### src/rtl/rsa_ctrl.sv
// Byte-serial front end for an RSA Power core: collects an NBITS word, launches the core, streams the result back.
// Optional macro RSA_CTRL_CHKSUM_EN appends an XOR checksum byte after each result word.
module rsa_ctrl #(
    parameter int NBITS = 256
) (
    input  logic             clk,
    input  logic             rst,
    input  logic             in_valid,
    input  logic [7:0]       in_data,
    output logic             in_ready,
    output logic             out_valid,
    output logic [7:0]       out_data,
    input  logic             out_ready,
    input  logic [NBITS-1:0] key_e,
    input  logic [NBITS-1:0] key_n,
    output logic             pow_start,
    output logic [NBITS-1:0] pow_a1,
    output logic [NBITS-1:0] pow_a2,
    output logic [NBITS-1:0] pow_a3,
    input  logic             pow_done,
    input  logic [NBITS-1:0] pow_a0
);

    localparam int NBYTES = NBITS / 8;
    localparam int CW = $clog2(NBYTES);
    localparam logic [CW-1:0] LAST = CW'(NBYTES - 1);

`ifdef RSA_CTRL_CHKSUM_EN
    typedef enum logic [2:0] {RECV, START, WAIT, SEND, CSUM} state_t;
`else
    typedef enum logic [1:0] {RECV, START, WAIT, SEND} state_t;
`endif

    state_t           state_q, state_d;
    logic [NBITS-1:0] base_q, base_d;
    logic [NBITS-1:0] result_q, result_d;
    logic [NBITS-1:0] e_q, e_d;
    logic [NBITS-1:0] n_q, n_d;
    logic [CW-1:0]    rcnt_q, rcnt_d;
    logic [CW-1:0]    ocnt_q, ocnt_d;
    logic [7:0]       txByte;
`ifdef RSA_CTRL_CHKSUM_EN
    logic [7:0]       csum_q, csum_d;
`endif

    assign txByte = result_q[NBITS-1 -: 8];
    assign pow_a1 = base_q;

    always_ff @(posedge clk) begin
        if (rst) begin
            state_q  <= RECV;
            base_q   <= '0;
            result_q <= '0;
            e_q      <= '0;
            n_q      <= '0;
            rcnt_q   <= '0;
            ocnt_q   <= '0;
`ifdef RSA_CTRL_CHKSUM_EN
            csum_q   <= '0;
`endif
        end else begin
            state_q  <= state_d;
            base_q   <= base_d;
            result_q <= result_d;
            e_q      <= e_d;
            n_q      <= n_d;
            rcnt_q   <= rcnt_d;
            ocnt_q   <= ocnt_d;
`ifdef RSA_CTRL_CHKSUM_EN
            csum_q   <= csum_d;
`endif
        end
    end

    always_comb begin
        state_d   = state_q;
        base_d    = base_q;
        result_d  = result_q;
        e_d       = e_q;
        n_d       = n_q;
        rcnt_d    = rcnt_q;
        ocnt_d    = ocnt_q;
`ifdef RSA_CTRL_CHKSUM_EN
        csum_d    = csum_q;
`endif
        in_ready  = 1'b0;
        out_valid = 1'b0;
        out_data  = 8'h00;
        pow_start = 1'b0;
        // Keys pass straight through while starting, then come from the copy taken that cycle.
        pow_a2    = (state_q == START) ? key_e : e_q;
        pow_a3    = (state_q == START) ? key_n : n_q;

        case (state_q)
            RECV: begin
                in_ready = 1'b1;
                if (in_valid) begin
                    base_d = {base_q[NBITS-9:0], in_data};
                    if (rcnt_q == LAST) begin
                        rcnt_d  = '0;
                        state_d = START;
                    end else begin
                        rcnt_d = rcnt_q + 1'b1;
                    end
                end
            end
            START: begin
                pow_start = 1'b1;
                e_d       = key_e;
                n_d       = key_n;
                state_d   = WAIT;
            end
            WAIT: begin
                if (pow_done) begin
                    result_d = pow_a0;
                    ocnt_d   = '0;
`ifdef RSA_CTRL_CHKSUM_EN
                    csum_d   = 8'h00;
`endif
                    state_d  = SEND;
                end
            end
            SEND: begin
                out_valid = 1'b1;
                out_data  = txByte;
                // The result register shifts left so the next byte is always in the top slot.
                if (out_ready) begin
                    result_d = {result_q[NBITS-9:0], 8'h00};
`ifdef RSA_CTRL_CHKSUM_EN
                    csum_d   = csum_q ^ txByte;
`endif
                    if (ocnt_q == LAST) begin
                        ocnt_d  = '0;
`ifdef RSA_CTRL_CHKSUM_EN
                        state_d = CSUM;
`else
                        state_d = RECV;
`endif
                    end else begin
                        ocnt_d = ocnt_q + 1'b1;
                    end
                end
            end
`ifdef RSA_CTRL_CHKSUM_EN
            CSUM: begin
                out_valid = 1'b1;
                out_data  = csum_q;
                if (out_ready) begin
                    state_d = RECV;
                end
            end
`endif
            default: begin
                state_d = RECV;
            end
        endcase
    end

endmodule

### config.mk
export PLATFORM = sky130hd
export DESIGN_NAME = rsa_ctrl
export DESIGN_NICKNAME = d
export VERILOG_FILES = /design/src/rtl/rsa_ctrl.sv
export SDC_FILE = /design/constraint.sdc
export NUM_CORES = 2
export LEC_CHECK = 0
export ABC_CLOCK_PERIOD_IN_PS = 2200
export BUFFER_PORTS_ARGS = -buffer_cell sky130_fd_sc_hd__buf_2
export CAP_MARGIN = 15
export CORE_AREA = 2 2 611 613
export DETAILED_ROUTE_END_ITERATION = 8
export DIE_AREA = 0 0 613 615
export PLACE_DENSITY_LB_ADDON = 0.3
export SYNTH_ARGS = -nofsm -noshare
export SYNTH_HDL_FRONTEND = slang
export SYNTH_SLANG_ARGS = --single-unit
### constraint.sdc
create_clock -name clk -period 2.2 [get_ports clk]
set_clock_uncertainty 0.2 [all_clocks]
set_input_delay 0.44 -clock clk [delete_from_list [all_inputs] [get_ports clk]]
set_output_delay 0.44 -clock clk [all_outputs]
set_load 0.03 [all_outputs]
==> results.md <==
* Detailed Route Iter0 Violations at 2,404
* Leak at 0.0266 uW
* Routed WL per cell at 28.4 um
* Status: finished, violations left
* Clk pin slew, worst setup/hold paths at 0.06 ns
* Final setup fails at 846
* Hold Crit Class: input pin to flop
* Grt total ovfl at 0
* Die area at 0.377 mm^2
* DR vias/cell at 3.61
* Worst VDD drop at 0.712 mV
* Yosys warns at 0
* Post-Synthesis Cells at 4,051
* Combinational family with the most area after synthesis: multiplexers
* Number of port buffers at 1,559
* CP required at 1.56 ns
* Met2 Usage GRT at 27.4%
* Post-DP HPWL at 261,000 um
* Number of global-route vias before repair at 40,000
* Crit path DAT at 2.67 ns
* Slew HR at 57.6%
* Gpl congestion at 0.986
* Post-synthesis adder-cell area fraction at 0.273%
* Startpoint class of the critical path: flop
* Final Cycle Share at 150%
* First-pass GRT wire length at 403,000 um
* Root Buffer: clkbuf_16
* Gr busiest metal: met2
* Max cap viols at 0
* Drt drc at 0
* Failing checks: negative hold slack, negative setup slack
* Peak fanout along the critical path at 10
* Pre-CTS setup slack at -0.384 ns
* Post-route ant nets at 0
* CTS tree: built
* Cell taking the most area after synthesis: dfxtp_1
* Final hold slack at -0.223 ns
* Yosys top cell area share at 50.2%
* Seq cells post-synth at 1,036
* P per Cell Area at 1040 mW/mm^2
* Largest net degree at the start of global routing at 97
* Distinct cells, synth at 40
* Final-report hold violation count at 342
* GR Util met3 at 3.95%
* Clk sinks at 1,036
* Min Tclk post-route at 3.31 ns
* Drt total wl at 317,000 um
* Global Route met1 Usage at 19.9%
* Post-synth top cells: dfxtp_1 (1,036), nand2_1 (517), nor2b_1 (516)
* Initial antenna violation count at 228
* Mean area per synthesized cell at 10.2 um^2
* I/O pins at 1,560
* Area delta synth->final at 60.7%
* Sequential cell area fraction in the yosys report at 50.2%
* XOR/XNOR share of the synthesized area at 0%
* Net Count, Synth at 4,841
* Worst Max-Slew Pin Slew at 0.618 ns
* Ys async rst share at 0%
* Pre-antenna DRT Iters at 5
* Fillcell total at 41,400
* Kind of critical path: flop to primary output
* Cell with the most instances after synthesis: dfxtp_1
* Synth area leaders: dfxtp_1 (50%), mux2_2 (14%), nor2b_1 (7.8%), mux2i_1 (6.0%), nand2_1 (4.7%)
* Num CTS Buffers at 146
* FP Rows at 224
* Clock tree buffer depth at 4
* Initial Util at 11.1%
* Via count at 40,300
* Worst-Skew Late Latency at 0.82 ns
* Ratio of cells with drive above 1 in the final layout at 42.3%
* GR Util All Layers at 16.0%
* Worst setup margin at -1.11 ns
* Number of synthesized flops with an enable pin at 0
* Die X-Extent at 613 um
* Post-synthesis simple-gate area fraction at 13.2%
* Chip Height at 615 um
* RSZ-0062 raised after global routing: true
* Post-synthesis mux area share at 20.0%
* Netlist Area Pre-Place at 0.0413 mm^2
* CP endpoint kind: primary output
* Core area at 0.371 mm^2
* Synth Flop Type: dfxtp_1
* Nets at 6,781
* H-tree levels at 4
* Synth Area in Compound Gates at 12.1%
* Max-slew violations at 0
* Fmax at 0.302 GHz
## sequential cells by signal, summed over array words and instances, names as in the netlist
signal and flops:
ocnt_q 5, e_q 256, result_q 256, rcnt_q 5
state_q 2, n_q 256, pow_a1 256
## cells in the final DEF, fill, tap and decap left out, types with 92 or more instances in the layout
master,n
buf_2,1463
dfxtp_1,1034
nand2_1,516
nor2b_1,516
mux2_2,435
dlygate4sd3_1,358
a21oi_1,273
mux2i_1,249
a31oi_1,249
a211oi_1,239
buf_4,190
clkbuf_16,155
diode_2,92
## cells by family after synthesis
family	count (synthesis)
DFF	1036
and+or+nand+nor	1075
AOI/OAI and AO/OA	789
buffers and inverters	381
adders and majority gates	9
muxes	761
## report_power, final
group / total, uW / switching (uW) / internal, uW
logic: 24100 / 15000 / 9120
registers: 20900 / 513 / 20400
clock network: 24100 / 10000 / 14000
## path summary, 6_finish.rpt
check | from | to | slack (ns) | depth (start not counted)
min | key_e[128] | e_q[128] | -0.22 | 3
max | state_q[1] | pow_a3[127] | -1.11 | 7
max reg2reg | state_q[0] | result_q[155] | -0.16 | 8
min reg2reg | pow_a1[251] | pow_a1[251] | 0.26 | 2
## stage by stage
step                cell area (um^2)  instances  power [uW]  util, %  setup TNS [ns]
finish                         66300      11200       69100     17.9         -536.78
global route                   66100      11100       71800     17.8         -673.59
CTS                            65500      11100       69600     17.7         -659.50
detailed placement             56600      10400       43400     15.3         -161.33
global placement               56600      10400       43300     15.3         -159.90
floorplan                      41500       4051       34300        -          -20.90
## metal layers
metal	vias up	routed length, um
met4	46	10200
met1	19900	136000
met5	-	301
li1	18100	-
met2	1635	151000
met3	592	20000
## cell type report
class	instances	area, um^2	area share, %
clock inverters	58	654	0.987
flip-flops and latches	1036	20700	31.3
clock buffers	200	4080	6.15
repair buffers	2170	15200	22.9
inverters	3	11.3	0.0170
diodes	92	230	0.347
multi-input cells	2634	19200	28.9
well taps	4972	6220	9.38
## critical path, cell delays in order (launching register included)
cell and delay (ns):
dfxtp_2 0.32, inv_2 0.07, ha_4 0.17, buf_16 0.18, buf_16 0.22, clkbuf_16 0.21
mux2_2 0.35, buf_2 0.19
## timing repair
item / in CTS / in global routing
setup buffers: 7 / 6
endpoints found under the setup margin: 1119 / 1107
hold buffers: 350 / 8
gates cloned: 6 / 11
resized for setup: 159 / 84
hold endpoints to repair: 777 / 385
pin swaps: 1 / 1
No activity file was read; power rests on OpenSTA's default activity.
